## src/rtl/main_controller.sv

```systemverilog
// Multicycle MIPS-subset main controller.
// One registered state code; every control output is decoded combinationally
// from the state, with a few strobes also depending on mem_ready, zero and
// the instruction fields. While rst_n is low the decode behaves as FETCH
// with both write strobes held off, whatever the state register holds.
module main_controller (
    input  logic       clk,
    input  logic       rst_n,
    input  logic [5:0] opcode,
    input  logic [5:0] funct,
    input  logic       zero,
    input  logic       mem_ready,
    output logic [3:0] state,
    output logic [2:0] alucont,
    output logic       alusrca,
    output logic [1:0] alusrcb,
    output logic       mem_req,
    output logic       iord,
    output logic       ir_write,
    output logic       pc_write,
    output logic [1:0] pc_src,
    output logic       illegal_op
);

    typedef enum logic [3:0] {
        S_FETCH   = 4'd0,
        S_DECODE  = 4'd1,
        S_MEMADR  = 4'd2,
        S_LBRD    = 4'd3,
        S_SBWR    = 4'd4,
        S_RTYPEEX = 4'd5,
        S_ADDIEX  = 4'd6,
        S_BEQEX   = 4'd7,
        S_JEX     = 4'd8
    } state_t;

    localparam logic [5:0] OP_RTYPE = 6'b000000;
    localparam logic [5:0] OP_LB    = 6'b100000;
    localparam logic [5:0] OP_SB    = 6'b101000;
    localparam logic [5:0] OP_ADDI  = 6'b001000;
    localparam logic [5:0] OP_BEQ   = 6'b000100;
    localparam logic [5:0] OP_J     = 6'b000010;

    // Kept as a plain vector so the unused codes 9-15 are representable.
    logic [3:0] r_state;
    logic [3:0] w_next;
    logic [3:0] w_run_state;
    logic       w_funct_ok;
    logic [2:0] w_rtype_alu;
    logic       w_illegal;

    assign state = r_state;

    // While reset is held the output decode treats the block as sitting in FETCH.
    assign w_run_state = rst_n ? r_state : S_FETCH;

    // R-type funct decode: ALU operation and legality.
    always_comb begin
        w_funct_ok  = 1'b1;
        w_rtype_alu = 3'b010;
        case (funct)
            6'b100000: w_rtype_alu = 3'b010;
            6'b100010: w_rtype_alu = 3'b110;
            6'b100100: w_rtype_alu = 3'b000;
            6'b100101: w_rtype_alu = 3'b001;
            6'b101010: w_rtype_alu = 3'b111;
            default:   w_funct_ok  = 1'b0;
        endcase
    end

    // Opcode legality as seen in DECODE.
    always_comb begin
        w_illegal = 1'b0;
        case (opcode)
            OP_LB, OP_SB, OP_ADDI, OP_BEQ, OP_J: w_illegal = 1'b0;
            OP_RTYPE: w_illegal = !w_funct_ok;
            default:  w_illegal = 1'b1;
        endcase
    end

    // Next-state logic; illegal instructions and unused codes fall back to FETCH.
    always_comb begin
        w_next = S_FETCH;
        case (r_state)
            S_FETCH:  w_next = mem_ready ? S_DECODE : S_FETCH;
            S_DECODE: begin
                case (opcode)
                    OP_LB, OP_SB: w_next = S_MEMADR;
                    OP_RTYPE:     w_next = w_funct_ok ? S_RTYPEEX : S_FETCH;
                    OP_ADDI:      w_next = S_ADDIEX;
                    OP_BEQ:       w_next = S_BEQEX;
                    OP_J:         w_next = S_JEX;
                    default:      w_next = S_FETCH;
                endcase
            end
            S_MEMADR: w_next = (opcode == OP_LB) ? S_LBRD : S_SBWR;
            S_LBRD:   w_next = mem_ready ? S_FETCH : S_LBRD;
            S_SBWR:   w_next = mem_ready ? S_FETCH : S_SBWR;
            default:  w_next = S_FETCH;
        endcase
    end

    // State register with synchronous active-low reset.
    always_ff @(posedge clk) begin
        if (!rst_n) begin
            r_state <= S_FETCH;
        end else begin
            r_state <= w_next;
        end
    end

    // Control output decode from the effective state.
    always_comb begin
        alucont    = 3'b010;
        alusrca    = 1'b0;
        alusrcb    = 2'b00;
        pc_src     = 2'b00;
        mem_req    = 1'b0;
        iord       = 1'b0;
        ir_write   = 1'b0;
        pc_write   = 1'b0;
        illegal_op = 1'b0;
        case (w_run_state)
            S_FETCH: begin
                mem_req  = 1'b1;
                iord     = 1'b0;
                ir_write = mem_ready & rst_n;
                pc_write = mem_ready & rst_n;
            end
            S_DECODE: begin
                illegal_op = w_illegal;
            end
            S_MEMADR, S_ADDIEX: begin
                alusrca = 1'b1;
                alusrcb = 2'b10;
            end
            S_LBRD, S_SBWR: begin
                alusrca = 1'b1;
                alusrcb = 2'b10;
                mem_req = 1'b1;
                iord    = 1'b1;
            end
            S_RTYPEEX: begin
                alusrca = 1'b1;
                alucont = w_rtype_alu;
            end
            S_BEQEX: begin
                alusrca  = 1'b1;
                alucont  = 3'b110;
                pc_src   = 2'b01;
                pc_write = zero;
            end
            S_JEX: begin
                pc_write = 1'b1;
                pc_src   = 2'b10;
            end
            default: ;
        endcase
    end

endmodule

```

## config.mk

```make
export PLATFORM = sky130hd
export DESIGN_NAME = main_controller
export DESIGN_NICKNAME = d
export VERILOG_FILES = /design/src/rtl/main_controller.sv
export SDC_FILE = /design/constraint.sdc
export NUM_CORES = 1
export LEC_CHECK = 0
export CAP_MARGIN = 5
export CORE_UTILIZATION = 30
export CTS_CLUSTER_DIAMETER = 80
export DETAILED_ROUTE_END_ITERATION = 7
export GPL_TIMING_DRIVEN = 0
export PLACE_DENSITY = 0.77
export SLEW_MARGIN = 20
export SYNTH_ARGS = -nofsm -noshare
export SYNTH_HDL_FRONTEND = slang
export SYNTH_SLANG_ARGS = --single-unit
```

## constraint.sdc

```tcl
create_clock -name clk -period 1.76 [get_ports clk]
set_clock_uncertainty 0.2 [all_clocks]
set_input_delay 0.352 -clock clk [delete_from_list [all_inputs] [get_ports clk]]
set_output_delay 0.352 -clock clk [all_outputs]
set_load 0.03 [all_outputs]
```

== After elaboration in Yosys (flattened, before gate mapping) ==
Cells that the tools add are included.

* Register bits after elaboration: 4
* Input port bits: 16
* Output and inout bits: 17

* Equal/unequal tests: 22
* Bitwise operators: 1
* Reduce and logical (&&, ||, !) cells: 11
* Multiplexer cells: 20

{| class="wikitable"
|+ Operators with widths
! operator !! count
|-
| $eq 6x6->1 const B || 7
|-
| $pmux 4 s5 || 2
|-
| $eq 4x3->1 const B || 5
|-
| $eq 4x2->1 const B || 4
|-
| $pmux 3 s4 || 1
|-
| $reduce_or 5->1 || 2
|-
| $mux 3 || 3
|-
| $eq 4x1->1 const B || 2
|-
| $logic_not 4->1 || 2
|-
| $mux 1 || 7
|-
| $eq 6x2->1 const B || 1
|-
| $eq 6x3->1 const B || 1
|-
| $eq 6x4->1 const B || 1
|-
| $logic_not 6->1 || 1
|-
| $pmux 3 s2 || 1
|-
| $reduce_or 6->1 || 1
|-
| $eq 4x4->1 const B || 1
|-
| $mux 2 || 2
|-
| $mux 4 || 1
|-
| $pmux 2 s2 || 1
|-
| $reduce_or 2->1 || 2
|-
| $reduce_or 4->1 || 1
|-
| $pmux 1 s3 || 1
|-
| $reduce_or 3->1 || 1
|-
| 3 further kinds || 3
|}

== Depth between registers and ports, before layout ==
* Depth after elaboration: 6
* Gate-level depth with buffers: 5

== Worst setup path before layout ==
No wires, ideal clock.

* Path type: register to output
* Start point: register r_state[2], in the netlist state[2]
* End point: output port alusrca
* Stages on the path, launching flop included: 5
* Data arrival time: 1.687 ns
* Slack: -0.479 ns
* Cell sequence: dfxtp_1 > buf_2 > nand2b_1 > a21oi_1 > or2_1

* Cells in the longest elaborated chain, start to end: 4

{| class="wikitable"
|+ RTL lines
! item !! RTL line !! text
|-
| from (decl) || 45 || <nowiki>logic [3:0] r_state;</nowiki>
|-
| from (signal assigned) || 108 || <nowiki>r_state <= w_next;</nowiki>
|-
| $mux 4 (*) || 55 || <nowiki>assign w_run_state = rst_n ? r_state : S_FETCH;</nowiki>
|-
| $eq 4x3->1 / $eq 4x2->1 (equally long branches) || 123 || <nowiki>case (w_run_state)</nowiki>
|-
| $reduce_or 6->1 (no source line) (*) || -- ||
|-
| $mux 1 (*) || 123 ||
|-
| to (decl) || 15 || <nowiki>output logic alusrca,</nowiki>
|}

Mark *: on every way between the ends. The rest lies on a longest branch, timed or not.

== Final worst setup path ==
* Start point: input port opcode[3]
* End point: output port illegal_op

* Cells in the longest elaborated chain, start to end: 4

{| class="wikitable"
|+ RTL lines
! item !! RTL line !! text
|-
| from (decl) || 9 || <nowiki>input logic [5:0] opcode,</nowiki>
|-
| $eq 6x6->1, or another cell as far along || 74 || <nowiki>case (opcode)</nowiki>
|-
| $reduce_or 5->1 || 74 ||
|-
| $pmux 1 s2 (*) || 74 ||
|-
| $mux 1 (*) || 123 ||
|-
| to (decl) || 22 || <nowiki>output logic illegal_op</nowiki>
|}

Marks and branches as above.

==> out/results.ini <==
[status]
outcome=finished with violations
violations=setup timing

[drt]
post_drt_via_cell_ratio=5.24
num_vias=802
antenna_left=0
wl_per_cell_um=13.7
routed_wl_um=2090
drc=0
drtIter0Drc=21
first_pass_iters=6

[logic_synthesis]
synth.area.top_cells=dfxtp_1 15%, nor2_1 8.2%, nand2b_1 5.7%
synth_edf_count=0
synth_fp_nets=93
ys_seq_elements=4
syn_avg_cell_area_um2=7.15
yosys_warnings=0
yosys.area.top_type_share=0.145
synth.most_common_cell=nor2_1
netlist_instances=77
synth-main-ff-cell=dfxtp_1
netlist-cell-type-count=36
seq_area_frac_synth=0.145
synthArstFlopShare=0
ys_top_cells_by_count=12 x nor2_1, 5 x nand2b_1, 5 x nand3_1, 5 x nor3_1
yosysTopAreaCell=dfxtp_1
synth_area_um2=551

[critical_path]
worstSetupEndpointType=output pin
worstPathCellList=buf_2 -> or3_4 -> nand2_1 -> nand3_1 -> o21a_2 -> buf_6
critPathMaxFanout=7
crit_path_start=opcode[3]
cpPeakStageDelay_ns=0.40
arrival_ns=1.40
rr_worst_depth=5
critical_path.startpoint_type=input port
crit_buf_inv=2
r2r_end=state[0]
crit_slowest_cell=or3_4
crit_type=input port to output pin
required_ns=1.21
r2r-start=state[3]
cp_top_family=simple AND/OR/NAND/NOR gates
r2r_slack_ns=0.22

[clocking]
cts.htree.levels=1
clock_path_buffers=2
clk_latency_ns=0.23
cts_sinks=4
cts_hold_buf=0
clkTransAtPathRegs_ns=0.03
cts_tree=yes
cts_buffers=3
cts_root_buffer=clkbuf_4

[floorplanning]
fp-row-count=15
start_util=0.319
ios=33
die_h_um=44.8
die-area_mm2=0.00201
core_mm2=0.00173
die_x_um=44.8

[global_route]
globalRouteTotalUtil=0.200
grt_pass1_wl_um=2950
gr-total-overflow=0
grt_pass1_vias=667
antenna_found_initial=0
grt_max_degree=11

[min_path]
hold_class=input port to register
min_from=opcode[3]
hold_end=state[0]
hold_depth=2

[power]
ir_drop_mv=0.272
p_per_area_mw_per_mm2=386
finalPower_mw=0.485
power.leakage_nw=0.530

[timing]
period_needed_ns=1.95
drv_slew=0
fmax_mhz=512
fin_ws_ns=-0.193
setup_viol=10
fin_crit_sh=1.11
rsz0062_at_grt=true
finalHoldViolCount=0

[finish]
multi_input_area_um2=628
antennaDiodeCount=0
fill_cells=135
syn2layout_area_growth_pct=128
ff_latch_area_um2=92.6
largest_reg_flops=4
drive_above_1_share=0.641
fin_nets=146
utilization=0.728

[placed_design]
gp_congestion=0.773
preCtsSetupSlack_ns=-1.09
numPortBuffers=31
hpwl_um=1250

[flow_run]
max-cap-violations=0

-- stage by stage --
step | TNS (ns) | area (µm²) | hold slack (ns) | instances
2_1_floorplan | 0 | 603 | 0.236 | 77
4_1_cts | -0.850 | 1090 | 0.187 | 144
5_1_grt | -1.42 | 1260 | 0.197 | 153
6_report | -0.830 | 1260 | 0.189 | 153
3_5_place_dp | -10.56 | 945 | 0.410 | 133
3_3_place_gp | -10.59 | 945 | 0.408 | 133
-- power by group --
part / internal [mW] / switching (mW) / total, mW
clock: 0.0761 / 0.0353 / 0.111
sequential: 0.0940 / 0.00850 / 0.102
combinational: 0.132 / 0.139 / 0.271
-- worst max path at each step --
stage | slack, ns | to | cells past startpoint
after floorplan | 0.001 | pc_src[1] | 3
after global placement | -1.10 | alucont[0] | 6
after detailed placement | -1.09 | alucont[0] | 6
after CTS | -0.18 | illegal_op | 4
after global routing | -0.23 | illegal_op | 6
final | -0.19 | illegal_op | 6
-- metal layers --
metal,routed length [µm],up-vias,track usage,part of all wire
met5,0,-,0,0
met4,21,0,0.0788,0.010
met3,89,2,0.0360,0.043
met2,1130,31,0.338,0.54
met1,851,378,0.251,0.41
li1,-,391,-,-
-- cells by family (layout without fill, tap and decap cells) --
kind of cell           after synthesis  after routing  synth area share
AOI/OAI and AO/OA                   19             19             0.280
buffers and inverters                6             57            0.0523
DFF                                  4              4             0.145
other                                1              1           0.00681
and+or+nand+nor                     47             47             0.516
-- area by class of cell --
class,instances,share of cell area
inverter,2,0.00597
buffer,4,0.0388
multi-input combinational,67,0.500
clock buffer,3,0.0179
tap,25,0.0249
sequential,4,0.0736
timing repair buffer,48,0.339
-- repair_timing --
item | CTS | global route
setup buffers | 7 | 9
endpoints found under the setup margin | 16 | 10
resized for setup | 138 | 30
pin swaps | 6 | 10
cloned | 1 | 0
-- cell usage in the layout, fill, tap and decap left out, types with 3 or more instances in the layout --
master / instances
nand2b_4: 4
clkdlybuf4s50_1: 4
dlygate4sd2_1: 7
nand3_1: 3
nor2_1: 7
dfxtp_4: 3
clkbuf_4: 3
nand2_1: 3
nor2_4: 5
buf_4: 14
buf_2: 7
buf_6: 17
o21ai_1: 3
(Power assumes the default switching activity.)
